==> config.mk <==
export PLATFORM = sky130hd
export DESIGN_NAME = and_nand_nor_unit
export DESIGN_NICKNAME = d
export VERILOG_FILES = /design/src/rtl/gates_pkg.sv /design/src/rtl/gate_reg.sv /design/src/rtl/and_nand_nor_unit.sv
export SDC_FILE = /design/constraint.sdc
export NUM_CORES = 1
export LEC_CHECK = 0
export ABC_AREA = 0
export CORE_AREA = 2 2 39 41
export CTS_CLUSTER_SIZE = 16
export DETAILED_ROUTE_END_ITERATION = 12
export DIE_AREA = 0 0 41 43
export PLACE_DENSITY = 0.46
export SETUP_SLACK_MARGIN = 0.02
export SKIP_CTS_REPAIR_TIMING = 1
export SLEW_MARGIN = 5
export SYNTH_ARGS = -nofsm -noshare
export SYNTH_HDL_FRONTEND = slang
export SYNTH_SLANG_ARGS = --single-unit
==> constraint.sdc <==
create_clock -name clk -period 1.32 [get_ports clk]
set_input_delay 0.396 -clock clk [delete_from_list [all_inputs] [get_ports clk]]
set_output_delay 0.396 -clock clk [all_outputs]
set_load 0.005 [all_outputs]
==> src/rtl/gates_pkg.sv <==
// rtl/gates_pkg.sv - shared constants for the basic-gates library
package gates_pkg;

    localparam int   GATES_DEFAULT_WIDTH = 1;
    // Registers clear to all-zero; out_valid=0 marks the contents as meaningless.
    localparam logic GATES_RESET_BIT     = 1'b0;

endpackage : gates_pkg

==> src/rtl/gate_reg.sv <==
// rtl/gate_reg.sv - WIDTH-bit register with async active-low clear and load enable
module gate_reg
    import gates_pkg::*;
#(
    parameter int WIDTH = GATES_DEFAULT_WIDTH
) (
    input  logic             clk,
    input  logic             rst_n,
    input  logic             en,
    input  logic [WIDTH-1:0] d,
    output logic [WIDTH-1:0] q
);

    always_ff @(posedge clk or negedge rst_n) begin
        if (!rst_n) begin
            q <= {WIDTH{GATES_RESET_BIT}};
        end else if (en) begin
            q <= d;
        end
    end

endmodule : gate_reg

==> src/rtl/and_nand_nor_unit.sv <==
// rtl/and_nand_nor_unit.sv - bitwise AND/NAND/NOR with combinational and registered outputs
module and_nand_nor_unit
    import gates_pkg::*;
#(
    parameter int WIDTH = GATES_DEFAULT_WIDTH
) (
    input  logic             clk,
    input  logic             rst_n,
    input  logic             in_valid,
    input  logic [WIDTH-1:0] a,
    input  logic [WIDTH-1:0] b,
    output logic [WIDTH-1:0] and_y,
    output logic [WIDTH-1:0] nand_y,
    output logic [WIDTH-1:0] nor_y,
    output logic [WIDTH-1:0] and_q,
    output logic [WIDTH-1:0] nand_q,
    output logic [WIDTH-1:0] nor_q,
    output logic             out_valid
);

    assign and_y  = a & b;
    assign nand_y = ~(a & b);
    assign nor_y  = ~(a | b);

    gate_reg #(.WIDTH(WIDTH)) u_and_reg (
        .clk   (clk),
        .rst_n (rst_n),
        .en    (in_valid),
        .d     (and_y),
        .q     (and_q)
    );

    gate_reg #(.WIDTH(WIDTH)) u_nand_reg (
        .clk   (clk),
        .rst_n (rst_n),
        .en    (in_valid),
        .d     (nand_y),
        .q     (nand_q)
    );

    gate_reg #(.WIDTH(WIDTH)) u_nor_reg (
        .clk   (clk),
        .rst_n (rst_n),
        .en    (in_valid),
        .d     (nor_y),
        .q     (nor_q)
    );

    // out_valid follows in_valid every cycle, so the results hold while it drops.
    gate_reg #(.WIDTH(1)) u_valid_reg (
        .clk   (clk),
        .rst_n (rst_n),
        .en    (1'b1),
        .d     (in_valid),
        .q     (out_valid)
    );

endmodule : and_nand_nor_unit

* Yosys cells after proc, flatten, opt, wreduce, memory -nomap -nowiden
Cells that the tools add are included.
Widths: inputs -> output; s select.
** Operators by class
- Bitwise logic cells :: 4
** Operators with widths (count)
- $not 1->1 :: 2
- $and 1x1->1 :: 1
- $or 1x1->1 :: 1
** Word-level totals
- Word-level logic and storage cells :: 8
- Output and inout bits :: 7
- Register bits :: 4
- Bits of input ports :: 5

* Logic depth before layout (Yosys ltp)
Gate-level depths: netlist of run 1.
- Word-level depth :: 2
- Mapped depth :: 2
- Depth with buffers taken out :: 2

* By module
From an unflattened synthesis of run 1, not the netlist that was laid out.
** Unflattened totals
- Cells, all modules :: 12
- Area, all modules :: 177.7 um^2
** Modules (own cells, without submodules)
- gate_reg :: area an instance 40.0 um^2, cells an instance 2, instances 4
- and_nand_nor_unit :: area an instance 17.5 um^2, cells an instance 4, instances 1

* Worst setup path before layout of run 1
OpenSTA, ideal clock, no wires.
- Path type :: input to output
- Start point :: input port a
- End point :: output port nand_y
- Required time :: 924 ps
- Stages :: 2
- Path slack :: 310 ps
- Path buffers :: 0
- Data arrival time :: 614 ps
- Path through :: and2_1 > inv_1
** Between the ends
- Cells in the longest elaborated chain, start to end :: 2
** Ends and longest elaborated chain
- from (decl) :: line and_nand_nor_unit.sv:10 : input logic [WIDTH-1:0] a,
- $and 1x1->1 :: line and_nand_nor_unit.sv:22 : assign nand_y = ~(a & b);
- $not 1->1 :: line and_nand_nor_unit.sv:22
- to (decl) :: line and_nand_nor_unit.sv:13 : output logic [WIDTH-1:0] nand_y,
No other way between the ends.

* Worst setup path after layout of run 1
Same ends and word-level chain as after synthesis.

==> results of run 1 <==
logic make-up (layout without fill, tap and decap cells):
logic type / after synthesis / after routing / synth area share, %
AOI/OAI and AO/OA: 2 / 2 / 8.332
buffers and inverters: 2 / 17 / 5.002
DFF: 4 / 4 / 66.67
muxes: 1 / 1 / 9.997
and+or+nand+nor: 3 / 3 / 9.997
registers in the layout (all words and copies together), names as in the netlist:
register / count
u_and_reg.q: 1
u_valid_reg.q: 1
u_nand_reg.q: 1
u_nor_reg.q: 1
layer usage:
layer / vias to the layer above / global-route usage (%) / routed length (um)
li1: 69 / - / -
met1: 63 / 6.863 / 165
met2: 14 / 6.563 / 117
met3: 2 / 4.712 / 70
met4: 0 / 10.00 / 19
met5: - / 0 / 0
area by class of cell:
class / instances / area, um2
inverter: 2 / 7.507
clock buffer: 3 / 22.52
fill: 142 / 1061
sequential: 4 / 100.1
timing repair buffer: 12 / 125.1
tap: 16 / 20.02
multi-input combinational: 6 / 47.55
per-stage QoR:
| stage | TNS (ns) | area (um2) | cells | power, mW | utilization, % |
|---|---|---|---|---|---|
| after floorplan | 0 | 150.1 | 12 | 0.1515 | - |
| after global placement | -1.861 | 287.8 | 40 | 0.1985 | 20.80 |
| after detailed placement | -1.890 | 287.8 | 40 | 0.2002 | 20.80 |
| after CTS | -2.489 | 310.3 | 43 | 0.3542 | 22.42 |
| after global routing | 0 | 322.8 | 43 | 0.3752 | 23.33 |
| final | 0 | 322.8 | 43 | 0.3416 | 23.33 |
worst max-delay path by stage:
stage              to  cells after the start
5_1_grt        nand_y                      4
3_3_place_gp   nand_y                      4
3_5_place_dp    and_y                      3
6_report       nand_y                      4
2_1_floorplan  nand_y                      2
4_1_cts         and_y                      3
report_power, final:
group	switching, mW	total (mW)	internal, mW	leakage [nW]
logic	0.0186	0.0555	0.0369	0.146
registers	0.00445	0.137	0.132	0.0477
clock network	0.0477	0.149	0.102	0.0138
total	0.0707	0.342	0.271	0.207
synth_stat cells:
cell type  number  area share, %
o21a_1          1            5.0
nand3_1         1            3.3
dfrtp_1         4             67
and2_1          1            4.2
inv_1           2            5.0
nor2_1          1            2.5
mux2_4          1             10
o21ai_0         1            3.3
==> out/results.ini, run 1 <==
[outcome]
outcome = complete, no violations

[floorplan]
initial_core_util_pct = 10.85
core_area_um2 = 1384
die_x_um = 41
die_area_um2 = 1763
ioPinCount = 12
die_y_um = 43
num_rows = 14

[finish]
layout_common_cells = 7 x dlymetal6s2s_1, 4 x dfrtp_1, 3 x clkbuf_4
area_growth_pct = 115.0
mostFrequentLayoutCell = dlymetal6s2s_1
final_nets = 34
layout-drive-gt1-share_pct = 33.33
num_antenna_cells = 0

[detailed_routing]
drtPass1Iterations = 2
drt_iter0_drc = 2
drt_drc_violations_left = 0
routed_wl_um = 372
wl_per_cell_um = 8.651
drtAntennaViolNets = 0
avgViaCountPerCell = 3.442
num_vias = 148

[worst_setup_path]
r2r_cells = 1
cp_slowest_stage_delay_ns = 0.14
rr_startpoint = u_nor_reg.q
required_ns = 0.92
worst-setup-path-type = in -> out
endpoint_kind = primary output
crit_arrival_ns = 0.82
r2r-end = u_nor_reg.q
cp-startpoint = a
start_kind = input port
crit_fanout = 3
slowest_stage = and2_4
rrSetupSlack_ns = 0.56
critical_path_buf_inv_count = 3
crit_chain = clkbuf_2 > and2_4 > inv_1 > dlymetal6s2s_1
path_delay_family = buffers and inverters

[placed_design]
hpwl_um = 290.5
port_buffers = 11
gp_congestion = 0.5573
dp_slack_ns = -0.6404

[global_routing]
grt_start_max_net_pins = 5
antenna_found_initial = 0
grt_pass1_wl_um = 655
grt_usage_pct = 6.660
grt_pass1_vias = 150
overflow = 0

[clock_tree]
cts_tree = done
clockRootBuffer = clkbuf_4
numCtsBuffers = 3
h-tree-depth = 1
clkSinkCount = 4
insertion_delay_ns = 0.23
path_clk_slew_ns = 0.04
clock_path_buffers = 2

[sta]
rsz0062_at_grt = no
period_minus_slack_ns = 1.212
fin_skew_ns = 0
layout_worst_path_cycle_share_pct = 91.82
fmax_mhz = 825.1
setup_slack_ns = 0.1080
holdWs_ns = 0.3602
slew-limit-headroom_pct = 88.53
drv_slew = 0
tightest_slew_ns = 0.1716
finalSetupViolCount = 0
finalHoldViolCount = 0

[yosys]
synth_nets = 17
avgSynthCellArea_um2 = 12.51
synth.distinct_cells = 8
seq_area_frac_synth_pct = 66.67
yosysWarnings = 0
syn_area_um2 = 150.1
ys_ff_latch = 4
syn_inst = 12

[power]
power_density_nw_per_um2 = 1058
ir_drop_mv = 0.1658
power_leakage_nw = 0.2074

[min_path]
hp-class = in -> async

[flow_run]
cap_violations = 0

(Power assumes the default switching activity.)
==> run 2, diff against run 1 <==
CTS_BUF_LIST = sky130_fd_sc_hd__clkbuf_4 sky130_fd_sc_hd__clkbuf_8 sky130_fd_sc_hd__clkbuf_16   (was not set)
==> results of run 2 <==
Same layout as run 1: the final DEF is identical, and so are final timing and power.
